**config.mk**
```make
export PLATFORM = sky130hd
export DESIGN_NAME = ps2_key_decoder
export DESIGN_NICKNAME = d
export VERILOG_FILES = /design/src/rtl/race_pkg.sv /design/src/rtl/ps2_rx.sv /design/src/rtl/ps2_key_decoder.sv
export SDC_FILE = /design/constraint.sdc
export NUM_CORES = 1
export LEC_CHECK = 0
export BUFFER_PORTS_ARGS = -buffer_cell sky130_fd_sc_hd__buf_4
export CAP_MARGIN = 20
export CELL_PAD_IN_SITES_DETAIL_PLACEMENT = 1
export CELL_PAD_IN_SITES_GLOBAL_PLACEMENT = 2
export CORE_MARGIN = 8
export CORE_UTILIZATION = 35
export DETAILED_ROUTE_END_ITERATION = 10
export MAX_ROUTING_LAYER = met4
export PLACE_DENSITY_LB_ADDON = 0.1
export SYNTH_ARGS = -nofsm -noshare
export SYNTH_HDL_FRONTEND = slang
export SYNTH_SLANG_ARGS = --single-unit
```
**constraint.sdc**
```tcl
create_clock -name clk -period 4 [get_ports clk]
set_input_delay 0.4 -clock clk [delete_from_list [all_inputs] [get_ports clk]]
set_output_delay 0.4 -clock clk [all_outputs]
set_load 0.05 [all_outputs]
```
**src/rtl/race_pkg.sv**
```systemverilog
// rtl/race_pkg.sv - scan-code constants and frame helpers shared by the PS/2 input stage
package race_pkg;

  localparam logic [7:0] SC_EXT   = 8'hE0;
  localparam logic [7:0] SC_BRK   = 8'hF0;
  localparam logic [7:0] SC_LEFT  = 8'h6B;
  localparam logic [7:0] SC_RIGHT = 8'h74;
  localparam logic [7:0] SC_A     = 8'h1C;
  localparam logic [7:0] SC_D     = 8'h23;
  localparam logic [7:0] SC_P     = 8'h4D;

  localparam int FRAME_LEN = 11;

  // Frame layout, LSB first: start, 8 data bits, odd parity, stop.
  function automatic logic frame_ok(input logic [FRAME_LEN-1:0] f);
    return (f[0] == 1'b0) && f[FRAME_LEN-1] && (^f[FRAME_LEN-2:1]);
  endfunction

endpackage

```
**src/rtl/ps2_rx.sv**
```systemverilog
// rtl/ps2_rx.sv - PS/2 frame receiver: synchronizer, clock filter, shifter, checker, watchdog
module ps2_rx #(
  parameter int FILTER_LEN     = 8,
  parameter int TIMEOUT_CYCLES = 100000
) (
  input  logic       clk,
  input  logic       reset,
  input  logic       ps2_clk_i,
  input  logic       ps2_data_i,
  output logic       code_valid_o,
  output logic [7:0] scan_code_o,
  output logic       frame_err_o
);
  import race_pkg::*;

  localparam int FCW = (FILTER_LEN > 1) ? $clog2(FILTER_LEN) : 1;
  localparam int WDW = $clog2(TIMEOUT_CYCLES);
  localparam int BCW = $clog2(FRAME_LEN);

  logic [1:0]           clk_sync_q, data_sync_q;
  logic                 filt_q;
  logic [FCW-1:0]       fcnt_q;
  logic [FRAME_LEN-2:0] shreg_q;
  logic [BCW-1:0]       bit_cnt_q;
  logic [WDW-1:0]       wd_q;
  logic                 code_valid_q, frame_err_q;
  logic [7:0]           scan_code_q;

  logic                 clk_s, data_s, fall, last_bit, timeout;
  logic [FRAME_LEN-1:0] frame;

  assign clk_s    = clk_sync_q[1];
  assign data_s   = data_sync_q[1];
  assign fall     = filt_q & ~clk_s & (fcnt_q == FCW'(FILTER_LEN - 1));
  assign last_bit = (bit_cnt_q == BCW'(FRAME_LEN - 1));
  // The 11th bit is checked straight off the synchronizer so code_valid lands one cycle after fall.
  assign frame    = {data_s, shreg_q};
  // wd_q steps to TIMEOUT_CYCLES-1 on this edge; a simultaneous fall takes precedence.
  assign timeout  = ~fall & (bit_cnt_q != '0) & (wd_q == WDW'(TIMEOUT_CYCLES - 2));

  always_ff @(posedge clk) begin
    if (reset) begin
      clk_sync_q   <= 2'b11;
      data_sync_q  <= 2'b11;
      filt_q       <= 1'b1;
      fcnt_q       <= '0;
      shreg_q      <= '0;
      bit_cnt_q    <= '0;
      wd_q         <= '0;
      code_valid_q <= 1'b0;
      frame_err_q  <= 1'b0;
      scan_code_q  <= '0;
    end else begin
      clk_sync_q  <= {clk_sync_q[0], ps2_clk_i};
      data_sync_q <= {data_sync_q[0], ps2_data_i};

      if (clk_s == filt_q) begin
        fcnt_q <= '0;
      end else if (fcnt_q == FCW'(FILTER_LEN - 1)) begin
        filt_q <= clk_s;
        fcnt_q <= '0;
      end else begin
        fcnt_q <= fcnt_q + 1'b1;
      end

      code_valid_q <= 1'b0;
      frame_err_q  <= 1'b0;
      if (fall) begin
        wd_q    <= '0;
        shreg_q <= {data_s, shreg_q[FRAME_LEN-2:1]};
        if (last_bit) begin
          bit_cnt_q <= '0;
          if (frame_ok(frame)) begin
            code_valid_q <= 1'b1;
            scan_code_q  <= frame[8:1];
          end else begin
            frame_err_q <= 1'b1;
          end
        end else begin
          bit_cnt_q <= bit_cnt_q + 1'b1;
        end
      end else if (timeout) begin
        bit_cnt_q   <= '0;
        wd_q        <= '0;
        frame_err_q <= 1'b1;
      end else if (bit_cnt_q != '0) begin
        wd_q <= wd_q + 1'b1;
      end else begin
        wd_q <= '0;
      end
    end
  end

  assign code_valid_o = code_valid_q;
  assign scan_code_o  = scan_code_q;
  assign frame_err_o  = frame_err_q;

endmodule

```
**src/rtl/ps2_key_decoder.sv**
```systemverilog
// rtl/ps2_key_decoder.sv - make/break decoder producing held steering keys and pause toggle
module ps2_key_decoder #(
  parameter int FILTER_LEN     = 8,
  parameter int TIMEOUT_CYCLES = 100000
) (
  input  logic       clk,
  input  logic       reset,
  input  logic       ps2_clk,
  input  logic       ps2_data,
  output logic       left_key,
  output logic       right_key,
  output logic       pause,
  output logic       code_valid,
  output logic [7:0] scan_code,
  output logic       frame_err
);
  import race_pkg::*;

  logic ext_q, brk_q;
  logic left_arrow_q, a_q, right_arrow_q, d_q, p_q, pause_q;
  logic make;

  ps2_rx #(
    .FILTER_LEN    (FILTER_LEN),
    .TIMEOUT_CYCLES(TIMEOUT_CYCLES)
  ) u_rx (
    .clk         (clk),
    .reset       (reset),
    .ps2_clk_i   (ps2_clk),
    .ps2_data_i  (ps2_data),
    .code_valid_o(code_valid),
    .scan_code_o (scan_code),
    .frame_err_o (frame_err)
  );

  assign make = ~brk_q;

  always_ff @(posedge clk) begin
    if (reset) begin
      ext_q         <= 1'b0;
      brk_q         <= 1'b0;
      left_arrow_q  <= 1'b0;
      a_q           <= 1'b0;
      right_arrow_q <= 1'b0;
      d_q           <= 1'b0;
      p_q           <= 1'b0;
      pause_q       <= 1'b0;
    end else if (frame_err) begin
      ext_q <= 1'b0;
      brk_q <= 1'b0;
    end else if (code_valid) begin
      case (scan_code)
        SC_EXT: ext_q <= 1'b1;
        SC_BRK: brk_q <= 1'b1;
        default: begin
          ext_q <= 1'b0;
          brk_q <= 1'b0;
          if (ext_q && scan_code == SC_LEFT)   left_arrow_q  <= make;
          if (ext_q && scan_code == SC_RIGHT)  right_arrow_q <= make;
          if (!ext_q && scan_code == SC_A)     a_q           <= make;
          if (!ext_q && scan_code == SC_D)     d_q           <= make;
          // Typematic repeats of P arrive with p_q already set and must not re-toggle.
          if (!ext_q && scan_code == SC_P) begin
            if (make && !p_q) pause_q <= ~pause_q;
            p_q <= make;
          end
        end
      endcase
    end
  end

  assign left_key  = left_arrow_q | a_q;
  assign right_key = right_arrow_q | d_q;
  assign pause     = pause_q;

endmodule

```
==> results of run 1 <==
## worst reg2reg max path, cell delays in order, from the launching register on
cell	delay, ns
sky130_fd_sc_hd__dfxtp_1	0.43
sky130_fd_sc_hd__nor4bb_1	0.34
sky130_fd_sc_hd__nand4_1	0.29
sky130_fd_sc_hd__o21ai_2	0.73
sky130_fd_sc_hd__nor3_1	0.14
## report_power, final
part	internal (uW)	leakage (uW)	switching [uW]	total, uW
Combinational	4.72	0.000486	9.65	14.4
Sequential	570	0.000460	0.867	571
Clock	373	0.000116	225	599
## routing by layer
layer,part of all wire,vias up,GRT usage
li1,-,1100,-
met1,0.47,1049,0.153
met2,0.46,34,0.210
met3,0.043,15,0.0315
met4,0.026,0,0.0734
met5,0,-,-
## registers in the layout, summed over array words and instances (netlist names), 2 cells and up
name and flops:
u_rx.shreg_q 10, u_rx.fcnt_q 3, u_rx.bit_cnt_q 4, u_rx.clk_sync_q 2
u_rx.wd_q 17, u_rx.data_sync_q 2, u_rx.scan_code_o 8
## worst min-delay path by stage
| stage | slack (ns) | cells past startpoint | to |
|---|---|---|---|
| after floorplan | 0.39 | 1 | u_rx.clk_sync_q[1]$_SDFF_PP1_ |
| after global placement | 0.39 | 1 | u_rx.data_sync_q[1]$_SDFF_PP1_ |
| after detailed placement | 0.40 | 1 | u_rx.clk_sync_q[1]$_SDFF_PP1_ |
| after global routing | 0.23 | 2 | u_rx.clk_sync_q[0]$_SDFF_PP1_ |
| after CTS | 0.24 | 2 | u_rx.clk_sync_q[0]$_SDFF_PP1_ |
| final | 0.25 | 2 | u_rx.clk_sync_q[0]$_SDFF_PP1_ |
## cell type report
class                      instances  area (um2)
fill                             879        4470
multi-input combinational        221        1450
sequential                        57        1140
clock buffer                      15         196
tap                              102         128
timing repair buffer              16         120
inverter                           9        33.8
clock inverter                     1        30.0
## per-stage QoR
stage / cells / area, um2
6_report: 421 / 3100
5_1_grt: 421 / 3100
4_1_cts: 421 / 3100
3_5_place_dp: 405 / 2870
3_3_place_gp: 405 / 2870
2_1_floorplan: 298 / 2670
## logic make-up after synthesis
| family | synth area share |
|---|---|
| multiplexers | 0.0506 |
| AO/OA/AOI/OAI | 0.0843 |
| AND/OR/NAND/NOR | 0.299 |
| flip-flops | 0.427 |
| adder cells (fa/ha/maj) | 0.0375 |
| XOR/XNOR | 0.0702 |
| buffers and inverters | 0.0318 |
## Yosys cell counts (2+ instances only)
cell                       number  area [um2]
sky130_fd_sc_hd__a211oi_1       4        30.0
sky130_fd_sc_hd__a21oi_1       17        85.1
sky130_fd_sc_hd__a31oi_1        2        12.5
sky130_fd_sc_hd__and2_1         6        37.5
sky130_fd_sc_hd__and4_1         2        17.5
sky130_fd_sc_hd__and4b_1        2        20.0
sky130_fd_sc_hd__clkbuf_1       7        26.3
sky130_fd_sc_hd__dfxtp_1       57        1140
sky130_fd_sc_hd__ha_1           8         100
sky130_fd_sc_hd__inv_1          8        30.0
sky130_fd_sc_hd__mux2i_1       12         120
sky130_fd_sc_hd__nand2_1       46         173
sky130_fd_sc_hd__nand3_1        8        40.0
sky130_fd_sc_hd__nand3b_1       5        37.5
sky130_fd_sc_hd__nand4_1        6        37.5
sky130_fd_sc_hd__nand4b_1       3        26.3
sky130_fd_sc_hd__nor2_1        12        45.0
sky130_fd_sc_hd__nor3_1        23         115
sky130_fd_sc_hd__nor3b_1        4        30.0
sky130_fd_sc_hd__nor4_1         5        31.3
sky130_fd_sc_hd__nor4b_1        2        17.5
sky130_fd_sc_hd__nor4bb_1       3        30.0
sky130_fd_sc_hd__o211ai_1       5        37.5
sky130_fd_sc_hd__o21ai_0        2        10.0
sky130_fd_sc_hd__o31ai_1        2        15.0
sky130_fd_sc_hd__or2_2          9        56.3
sky130_fd_sc_hd__or3_1          2        12.5
sky130_fd_sc_hd__or4_1          3        22.5
sky130_fd_sc_hd__xnor2_1       12         105
sky130_fd_sc_hd__xor2_1         4        35.0
==> run summary, run 1 <==
The run finished with clean final reports. The routed layout has 2198 vias. TritonCTS built the clock tree. The tools report the worst reg2reg path endpoint as u_rx.wd_q[2]$_SDFF_PP0_. The startpoint of the worst setup timing path was u_rx.wd_q[7]$_SDFF_PP0_.

The tools report the antenna diode instance count as 0. For this block, the initial DRC count from the detailed router was 35. Using the TritonRoute via totals, the vias-per-cell ratio works out to 5.22. STA classifies the critical path endpoint as a flop.

The post-route DRC violation count was 0. The worst register-to-register path begins at u_rx.wd_q[7]$_SDFF_PP0_. Data on the critical path is required at its endpoint by 4.19 ns.

Synthesis produced a netlist with a net count of 310. Hold repair after CTS inserted 0 buffers. The tools report the clock latency reported for the late side of the worst-skew pair as 0.33 ns. The fraction of registers with async set/reset was 0; the first-pass iteration count of the detailed router was 4. STA classifies the critical path startpoint as a flop.

The run gives 0 as the total count of hold-check failures in the final report. The core region is 7570 um2. The cell class contributing the biggest share of worst-path delay was simple AND/OR/NAND/NOR gates. The measured slew at the worst slew-check pin came out at 0.800 ns. Leaving out fill and tap cells, the most frequent cells in the layout are sky130_fd_sc_hd__dfxtp_1 (57), sky130_fd_sc_hd__nand2_1 (46), sky130_fd_sc_hd__nor3_1 (23). The run gives 0.133 as the global-route total usage across every layer.

The smallest clock period supported by the final layout is computed as 2.08 ns. For the reg-to-reg setup timing slack, the log shows 1.92 ns. The die outline width is 103 um. After floorplanning, the core was divided into 32 placement rows.

The worst min-delay path category is in -> reg. The number of maximum-capacitance violations came out at 0. The number of nets with antenna violations after routing is 0. The count of flip-flops with a built-in enable after synthesis was 0.

The post-synthesis average cell area is 8.97 um2, and the largest incremental delay on the critical path is 0.73 ns. Post-synthesis register bit count: 57. In this run the deepest clock path goes through 2 buffers. In this run, CTS created clock tree buffers numbering 9. The run gives 0.725 as the routability congestion estimate. The slowest stage of the critical path is the sky130_fd_sc_hd__o21ai_2 cell. The kind of critical path is reg -> reg.

Hold timing on the final database bottoms out at a slack of 0.251 ns. The synthesized netlist contains 47 unique library cells. The die is 103 um tall. The sequential share of the synthesized area was 0.427; the setup slack at placement was 1.92 ns.

The portion of the clock cycle consumed by the worst path in the final layout is 0.520, and the cell depth of the worst flop-to-flop path is 4. The logs give 3 for the depth of the CTS H-tree and 0.353 for the initial core utilization. The average detailed-routed wire length per instance was 14.9 um; the number of resized instances in the post-cts repair step was 0.

Leaving out fill and tap cells, the most frequent cell in the layout is sky130_fd_sc_hd__dfxtp_1. Across all setup checks in the final design, the least slack found is 1.92 ns. The clock arrives with 0.00502 ns of skew.

The worst slew margin relative to its limit was 0.467; the setup TNS was 0 ns. Setup violations remaining at the end of the flow were counted as 0. Data on the critical path arrives at its endpoint at 2.26 ns.

The final standard cell utilization of the core is 0.409, and the maximum fanout along the worst path is 17. Across the VDD grid, the largest voltage drop is 0.157 mV. Detailed placement finished with a half-perimeter wire length of 4.44 mm. The largest net degree at the start of global routing is 32. The fraction of final layout cells sized beyond drive strength 1 was 0.144.

Traced cell by cell, the critical path runs through nor4bb_1 > nand4_1 > o21ai_2 > nor3_1. For this design, the sink count on the clock tree is 57. Total standard cell area after synthesis: 2670 um2. For this run, the number of Yosys warnings is 0. For the leakage power of the design, the log shows 0.00106 uW. The tools report the boundary pin count as 17. The global-route wire length before repair was 10.7 mm.

The tools report the die area as 10700 um2. Overflow left after global routing: 0. Derived from the worst setup path, the maximum achievable clock frequency is 481 MHz.

In this run the number of cells on the critical path is 4. The tools report the master cell of the clock root buffer as sky130_fd_sc_hd__clkbuf_8. Once the clock tree was built, the setup fixing pass inserted 0 buffers. The logs give 2227 for the via count of the first global-routing pass and 298 for the gate count of the mapped netlist.

From synthesis to final layout, the design area changed by 15.8%. The initial antenna violation count is 0. The completed layout was analyzed and its total power is 1180 uW. Setup repair after global routing left no endpoint under its margin. Summed over all layers, the routed wires come to 6.28 mm.

The startpoint identified for the worst hold timing path is ps2_clk. In this run the power density over the cells is 382 nW/um2. The capturing instance or port of the critical path was u_rx.wd_q[2]$_SDFF_PP0_. The number of buffer and inverter stages on the critical path is 0.

For this run, the leading register cell type out of synthesis is sky130_fd_sc_hd__dfxtp_1. The number of nets in the layout was 326; the clock transition at the registers of the reported paths was 0.07 ns. Number of buffers inserted by port buffering: 16. For the count of final max-slew check failures, the log shows 0.
Power figures use the tool's default switching activity.
==> inputs of run 2 (changes only) <==
- CORE_UTILIZATION: 35 -> 34
- clock period: 4 -> 1.9 ns (I/O delays scaled with it)
==> run summary, run 2 (same netlist as run 1, synthesis figures left out) <==
The run finished with clean final reports. The source of the worst hold timing path was ps2_data (was ps2_clk). Most frequent cells in the layout: sky130_fd_sc_hd__dfxtp_1 (56), sky130_fd_sc_hd__buf_4 (48), sky130_fd_sc_hd__nand2_1 (46) (was sky130_fd_sc_hd__dfxtp_1 (57), sky130_fd_sc_hd__nand2_1 (46), sky130_fd_sc_hd__nor3_1 (23)). The maximum ir drop on the vdd rail was 0.315 mV (was 0.157 mV). Worst min-delay path category: in -> reg (unchanged). For the die area, the log shows 11000 um2 (was 10700 um2).

The total via count in the routed design is 2314 (was 2198), and the count of final max-slew check failures is 0 (unchanged). Setup repair after global routing left no endpoint under its margin. Leakage power of the design: 0.00122 uW (was 0.00106 uW). The tools report the element type at the critical path end as a flop (unchanged). The share of total power consumed by net switching came out at 0.214 (was 0.199).

TritonCTS built the clock tree. Clock transition at the registers of the reported paths: 0.07 ns (about the same). Portion of the clock cycle consumed by the worst path in the final layout: 0.946 (was 0.520).

Type of element launching the critical path: a flop (unchanged). The row count is 32 (unchanged), and the depth of the CTS H-tree is 3 (unchanged). The end point of the worst hold path was u_rx.data_sync_q[0]$_SDFF_PP1_ (was u_rx.clk_sync_q[0]$_SDFF_PP1_).

The fraction of final layout cells sized beyond drive strength 1 is 0.230 (was 0.144). Die outline width: 105 um (was 103 um). For the routability congestion estimate, the log shows 0.745 (was 0.725).

The logs give 17 (unchanged) for the boundary pin count and 57 (unchanged) for the total number of clock tree sinks. Required time at the worst-slack endpoint: 2.16 ns (was 4.19 ns). The tools report the reg-to-reg setup timing slack as 0.10 ns (was 1.92 ns). The overflow left after global routing was 0 (unchanged); the post-layout minimum cycle time was 1.80 ns (was 2.08 ns). The cell depth of the worst flop-to-flop path is 6 (was 4), and the achievable clock frequency is 556 MHz (was 481 MHz). The tools report the via count of the first global-routing pass as 2383 (was 2227).

The number of flip-flops in the largest register came out at 17 (unchanged). The critical path data arrival time is 2.06 ns (was 2.26 ns), and the worst-case clock skew is 0.00699 ns (was 0.00502 ns). The detailed placement HPWL was 5.10 mm (was 4.44 mm). The height of the die works out to 105 um (was 103 um). The run gives 11.6 mm (was 10.7 mm) as the global-route wire length before repair.

The cell area power density works out to 738 nW/um2 (was 382 nW/um2). The ratio of routed vias to standard cells is 5.10 (was 5.22). The worst reg2reg path endpoint was u_rx.wd_q[16]$_SDFF_PP0_ (was u_rx.wd_q[2]$_SDFF_PP0_). Register with the most flip-flops: u_rx.wd_q (unchanged). The antenna diode instance count is 0 (unchanged), and the post-cts hold buffer count is 0 (unchanged). The run gives 1940 uW (was 948 uW) as the internal portion of total power.

Kind of critical path: reg -> reg (unchanged). The iteration-0 DRC count of the detailed router was 50 (was 35); the core area was 7690 um2 (was 7570 um2). The total power draw was 2470 uW (was 1180 uW). The number of nets in the layout was 359 (was 326); the post-route worst setup slack was 0.102 ns (was 1.92 ns). The total net switching power is 528 uW (was 236 uW).

The logs give 0 (unchanged) for the total count of hold-check failures in the final report and 2 (unchanged) for the maximum clock path buffer count. The CTS buffer count came out at 9 (unchanged). The first-pass iteration count of the detailed router was 4 (unchanged); the measured slew at the worst slew-check pin was 0.406 ns (was 0.800 ns).

Leading cell type in the layout, fill and taps excluded: sky130_fd_sc_hd__dfxtp_1 (unchanged). The reg-to-reg critical path startpoint was u_rx.wd_q[0]$_SDFF_PP0_ (was u_rx.wd_q[7]$_SDFF_PP0_). The sequential share of power is 0.486 (was 0.482).

For the proportion of power drawn by combinational gates, the log shows 0.014 (was 0.012). The synthesis-to-finish area growth is 25.4% (was 15.8%), and the number of buffers inserted by port buffering is 16 (unchanged). The tools report the post-detailed-routing wire length as 6.77 mm (was 6.28 mm). The post-route DRC violation count is 0 (unchanged), and the relative contribution of the clock network to total power is 0.501 (was 0.506). The master cell of the clock root buffer was sky130_fd_sc_hd__clkbuf_8 (unchanged).

The total of endpoints with negative setup slack in the final report came out at 0 (unchanged). The number of nets with antenna violations after routing came out at 0 (unchanged). The average detailed-routed wire length per instance is 14.9 um (about the same). The tools report the global-route total usage across every layer as 0.134 (was 0.133). The maximum fanout along the worst path was 4 (was 17). The run gives 0 (unchanged) as the number of maximum-capacitance violations.

The largest net degree at the start of global routing was 24 (was 32). The logs give -0.0391 ns (was 1.92 ns) for the setup slack at placement and 0 (unchanged) for the initial antenna violation count. The worst slew margin relative to its limit is 0.727 (was 0.467), and the initial core utilization is 0.348 (was 0.353).

The clock latency reported for the late side of the worst-skew pair is 0.34 ns (was 0.33 ns), and the number of cells traversed by the worst hold path is 2 (unchanged).
run 2: power by group through the flow:
stage	Combinational, uW	Clock, uW	Sequential (uW)
after CTS	35.0	1270	1200
after detailed placement	34.5	0	1230
after global placement	34.3	0	1230
after floorplan	20.0	0	1230
after global routing	38.1	1330	1200
final	33.6	1240	1200
run 2: what timing repair did:
item	4_1_cts	5_1_grt
setup endpoints to repair	17	11
pin swaps	0	1
buffers inserted	0	1
gates resized for setup	1	1
run 2: how the worst max path moves through the flow:
stage	from	endpoint	cells after the start
after floorplan	u_rx.scan_code_o[0]$_SDFFE_PP0P_	right_arrow_q$_SDFFE_PP0P_	4
after global placement	u_rx.wd_q[14]$_SDFF_PP0_	u_rx.wd_q[13]$_SDFF_PP0_	4
after detailed placement	u_rx.wd_q[14]$_SDFF_PP0_	u_rx.wd_q[10]$_SDFF_PP0_	4
after CTS	u_rx.wd_q[0]$_SDFF_PP0_	u_rx.wd_q[16]$_SDFF_PP0_	6
after global routing	u_rx.scan_code_o[0]$_SDFFE_PP0P_	right_arrow_q$_SDFFE_PP0P_	4
final	u_rx.wd_q[0]$_SDFF_PP0_	u_rx.wd_q[16]$_SDFF_PP0_	6
run 2: through the flow:
stage / TNS, ns / util / cells / instance area [um2] / hold WS (ns)
after CTS: 0 / 0.433 / 453 / 3330 / 0.0116
after global placement: 0 / 0.405 / 437 / 3110 / 0.376
final: 0 / 0.436 / 454 / 3350 / 0.0265
after floorplan: 0 / - / 298 / 2670 / 0.294
after global routing: 0 / 0.436 / 454 / 3350 / 0.0121
after detailed placement: -0.281 / 0.405 / 437 / 3110 / 0.377
run 2: area by class of cell:
cell class,instances,area (um2)
tap,102,128
fill,928,4340
timing repair buffer,49,380
sequential,57,1140
clock inverter,6,82.6
inverter,9,33.8
multi-input combinational,221,1460
clock buffer,10,128
run 2: routing by layer:
layer  vias up  GRT usage  wire length, um
met1      1117      0.145             3010
met4         0     0.0489              108
met5         -          -                0
li1       1161          -                -
met2        28      0.229             3400
met3         8     0.0412              252
run 2: worst max-delay path, cell delays in order (launching register included):
cell,delay (ns)
sky130_fd_sc_hd__dfxtp_1,0.34
sky130_fd_sc_hd__buf_4,0.12
sky130_fd_sc_hd__ha_1,0.20
sky130_fd_sc_hd__nand2_1,0.08
sky130_fd_sc_hd__or2_2,0.34
sky130_fd_sc_hd__or4_1,0.40
sky130_fd_sc_hd__a211oi_1,0.23
==> inputs of run 3 (changes only) <==
- BUFFER_PORTS_ARGS: -buffer_cell sky130_fd_sc_hd__buf_4 -> unset
- CORE_UTILIZATION: 34 -> 35
- DONT_BUFFER_PORTS: unset -> 1
- GPL_TIMING_DRIVEN: unset -> 0
==> run summary, run 3 (same netlist as run 1, synthesis figures left out) <==
The height of the die works out to 103 um (was 105 um). The total count of hold-check failures in the final report was 0 (unchanged). The number of buffers inserted by port buffering is 0 (was 16).

The worst slew margin relative to its limit came out at 0.470 (was 0.727). The logs give 0 (unchanged) for the number of nets with antenna violations after routing and 9 (unchanged) for the CTS buffer count. The maximum fanout along the worst path is 5 (was 4). The setup slack at placement came out at -0.283 ns (was -0.0391 ns). Setup repair after global routing could not meet its margin everywhere.

The worst min-delay path category was in -> reg (unchanged). For the post-detailed-routing wire length, the log shows 6.72 mm (was 6.77 mm). Portion of the clock cycle consumed by the worst path in the final layout: 0.969 (was 0.946).

The total number of clock tree sinks was 57 (unchanged). Register with the most flip-flops: u_rx.wd_q (unchanged). The cell class contributing the biggest share of worst-path delay was simple AND/OR/NAND/NOR gates (unchanged). The synthesis-to-finish area growth is 16.2% (was 25.4%). TritonCTS built the clock tree.

Core area: 7570 um2 (was 7690 um2). The slowest library cell on the worst path is sky130_fd_sc_hd__or4_1 (unchanged). The tools report the count of final max-slew check failures as 0 (unchanged). The tools report the antenna diode instance count as 0 (unchanged).

The leakage power of the design came out at 0.00103 uW (was 0.00122 uW). The logs give 0 (unchanged) for the total of endpoints with negative setup slack in the final report and 0.144 (was 0.134) for the global-route total usage across every layer. The maximum ir drop on the vdd rail was 0.367 mV (was 0.315 mV); the hold slack was 0.0438 ns (was 0.0265 ns). The kind of critical path is reg -> reg (unchanged).

The tools report the total power draw as 2370 uW (was 2470 uW). For the critical path data arrival time, the log shows 2.10 ns (was 2.06 ns). The initial antenna violation count came out at 0 (unchanged).

The measured slew at the worst slew-check pin was 0.793 ns (was 0.406 ns); the total via count in the routed design was 2157 (was 2314). The worst-case clock skew was 0.00949 ns (was 0.00699 ns). The ratio of routed vias to standard cells was 5.14 (was 5.10); the number of nets in the layout was 326 (was 359). The number of maximum-capacitance violations came out at 0 (unchanged). The leading cell type in the layout, fill and taps excluded is sky130_fd_sc_hd__dfxtp_1 (unchanged).

The achievable clock frequency is 543 MHz (was 556 MHz), and the largest incremental delay on the critical path is 0.40 ns (about the same). For the largest net degree at the start of global routing, the log shows 11 (was 24). The boundary pin count is 17 (unchanged), and the clock latency reported for the late side of the worst-skew pair is 0.34 ns (about the same). Average detailed-routed wire length per instance: 16.0 um (was 14.9 um).

Clock transition at the registers of the reported paths: 0.07 ns (about the same). The element type at the critical path end was a flop (unchanged). The required time at the worst-slack endpoint came out at 2.16 ns (about the same). The first-pass iteration count of the detailed router is 4 (unchanged). The routability congestion estimate is 0.752 (was 0.745).

The post-layout minimum cycle time was 1.84 ns (was 1.80 ns). Global-route wire length before repair: 11.4 mm (was 11.6 mm). Post-route worst setup slack: 0.0593 ns (was 0.102 ns). The fraction of final layout cells sized beyond drive strength 1 works out to 0.164 (was 0.230). The run gives 32 (unchanged) as the row count.

Critical-path cell list: ha_1 > nand2_1 > or2_2 > or4_1 > a211oi_1 (was buf_4 > ha_1 > nand2_1 > or2_2 > or4_1 > a211oi_1). The cell area power density is 764 nW/um2 (was 738 nW/um2). The flow ran to the end, and the final reports show no timing, DRC or antenna violations.

The post-route DRC violation count came out at 0 (unchanged). The maximum clock path buffer count is 2 (unchanged). Initial core utilization: 0.353 (was 0.348).

The run gives 3 (unchanged) as the depth of the CTS H-tree. The overflow left after global routing is 0 (unchanged), and the number of flip-flops in the largest register is 17 (unchanged). For the iteration-0 DRC count of the detailed router, the log shows 91 (was 50).

The tools report the master cell of the clock root buffer as sky130_fd_sc_hd__clkbuf_8 (unchanged). The type of element launching the critical path was a flop (unchanged). The die outline width was 103 um (was 105 um). For the via count of the first global-routing pass, the log shows 2247 (was 2383).

Most frequent cells in the layout: sky130_fd_sc_hd__dfxtp_1 (49), sky130_fd_sc_hd__nand2_1 (46), sky130_fd_sc_hd__nor3_1 (22) (was sky130_fd_sc_hd__dfxtp_1 (56), sky130_fd_sc_hd__buf_4 (48), sky130_fd_sc_hd__nand2_1 (46)). For the detailed placement HPWL, the log shows 4.80 mm (was 5.10 mm). The count of fill cells added during filler insertion was 885 (was 928).

The die area is 10700 um2 (was 11000 um2), and the number of buffer and inverter stages on the critical path is 0 (was 1).
==> run 3: cell count changes in the layout (fill, tap and decap cells not counted), moves of 2 or more <==
cell	delta
sky130_fd_sc_hd__dlygate4sd3_1	+2
sky130_fd_sc_hd__nor3b_1	-3
sky130_fd_sc_hd__nor3b_2	+3
sky130_fd_sc_hd__buf_4	-44
sky130_fd_sc_hd__clkbuf_8	+2
sky130_fd_sc_hd__clkbuf_1	+5
sky130_fd_sc_hd__clkbuf_2	+3
sky130_fd_sc_hd__dfxtp_1	-7
sky130_fd_sc_hd__dfxtp_2	+6
==> run 3: final timing paths <==
check / start / end / slack [ns] / depth (start not counted)
setup / recovery: u_rx.wd_q[0]$_SDFF_PP0_ / u_rx.wd_q[16]$_SDFF_PP0_ / 0.06 / 5
hold / removal: reset / ext_q$_SDFFE_PP0P_ / 0.04 / 2
setup reg to reg: u_rx.wd_q[0]$_SDFF_PP0_ / u_rx.wd_q[16]$_SDFF_PP0_ / 0.06 / 5
hold reg to reg: u_rx.clk_sync_q[0]$_SDFF_PP1_ / u_rx.clk_sync_q[1]$_SDFF_PP1_ / 0.41 / 1
==> run 3: metal layers <==
layer  vias up  wire length, um  track usage
met5         -                0            -
met4         0              105       0.0634
met3         8              278       0.0315
met2        23             3260        0.232
met1      1027             3080        0.169
li1       1099                -            -
==> run 3: report_power, final <==
part           total (uW)  internal (uW)  switching, uW
Combinational        32.8           10.5           22.3
Clock                1140            666            472
Sequential           1200           1200           2.14
Total                2370           1870            497
==> run 3: layout make-up <==
class	instances	area (um2)	area share
clock inverters	3	40.0	0.0129
flip-flops and latches	57	1150	0.372
well taps	102	128	0.0411
repair buffers	6	50.0	0.0161
multi-input cells	221	1490	0.480
clock buffers	12	155	0.0500
inverters	9	33.8	0.0109
plain buffers	10	52.6	0.0169
==> run 3: timing repair <==
item                                    4_1_cts  5_1_grt
gates cloned                                  0        0
hold endpoints to repair                      2        0
setup buffers                                 2        2
endpoints found under the setup margin       13       22
hold buffers                                  2        0
resized for setup                            14        5
pin swaps                                     1        1
==> run 3: per-stage QoR <==
| stage | setup TNS (ns) | instances | instance area, um2 | utilization |
|---|---|---|---|---|
| floorplan | 0 | 298 | 2670 | - |
| global placement | -2.69 | 400 | 2800 | 0.370 |
| detailed placement | -3.02 | 400 | 2800 | 0.370 |
| CTS | 0 | 418 | 3070 | 0.405 |
| global route | -0.0562 | 420 | 3100 | 0.410 |
| finish | 0 | 420 | 3100 | 0.410 |
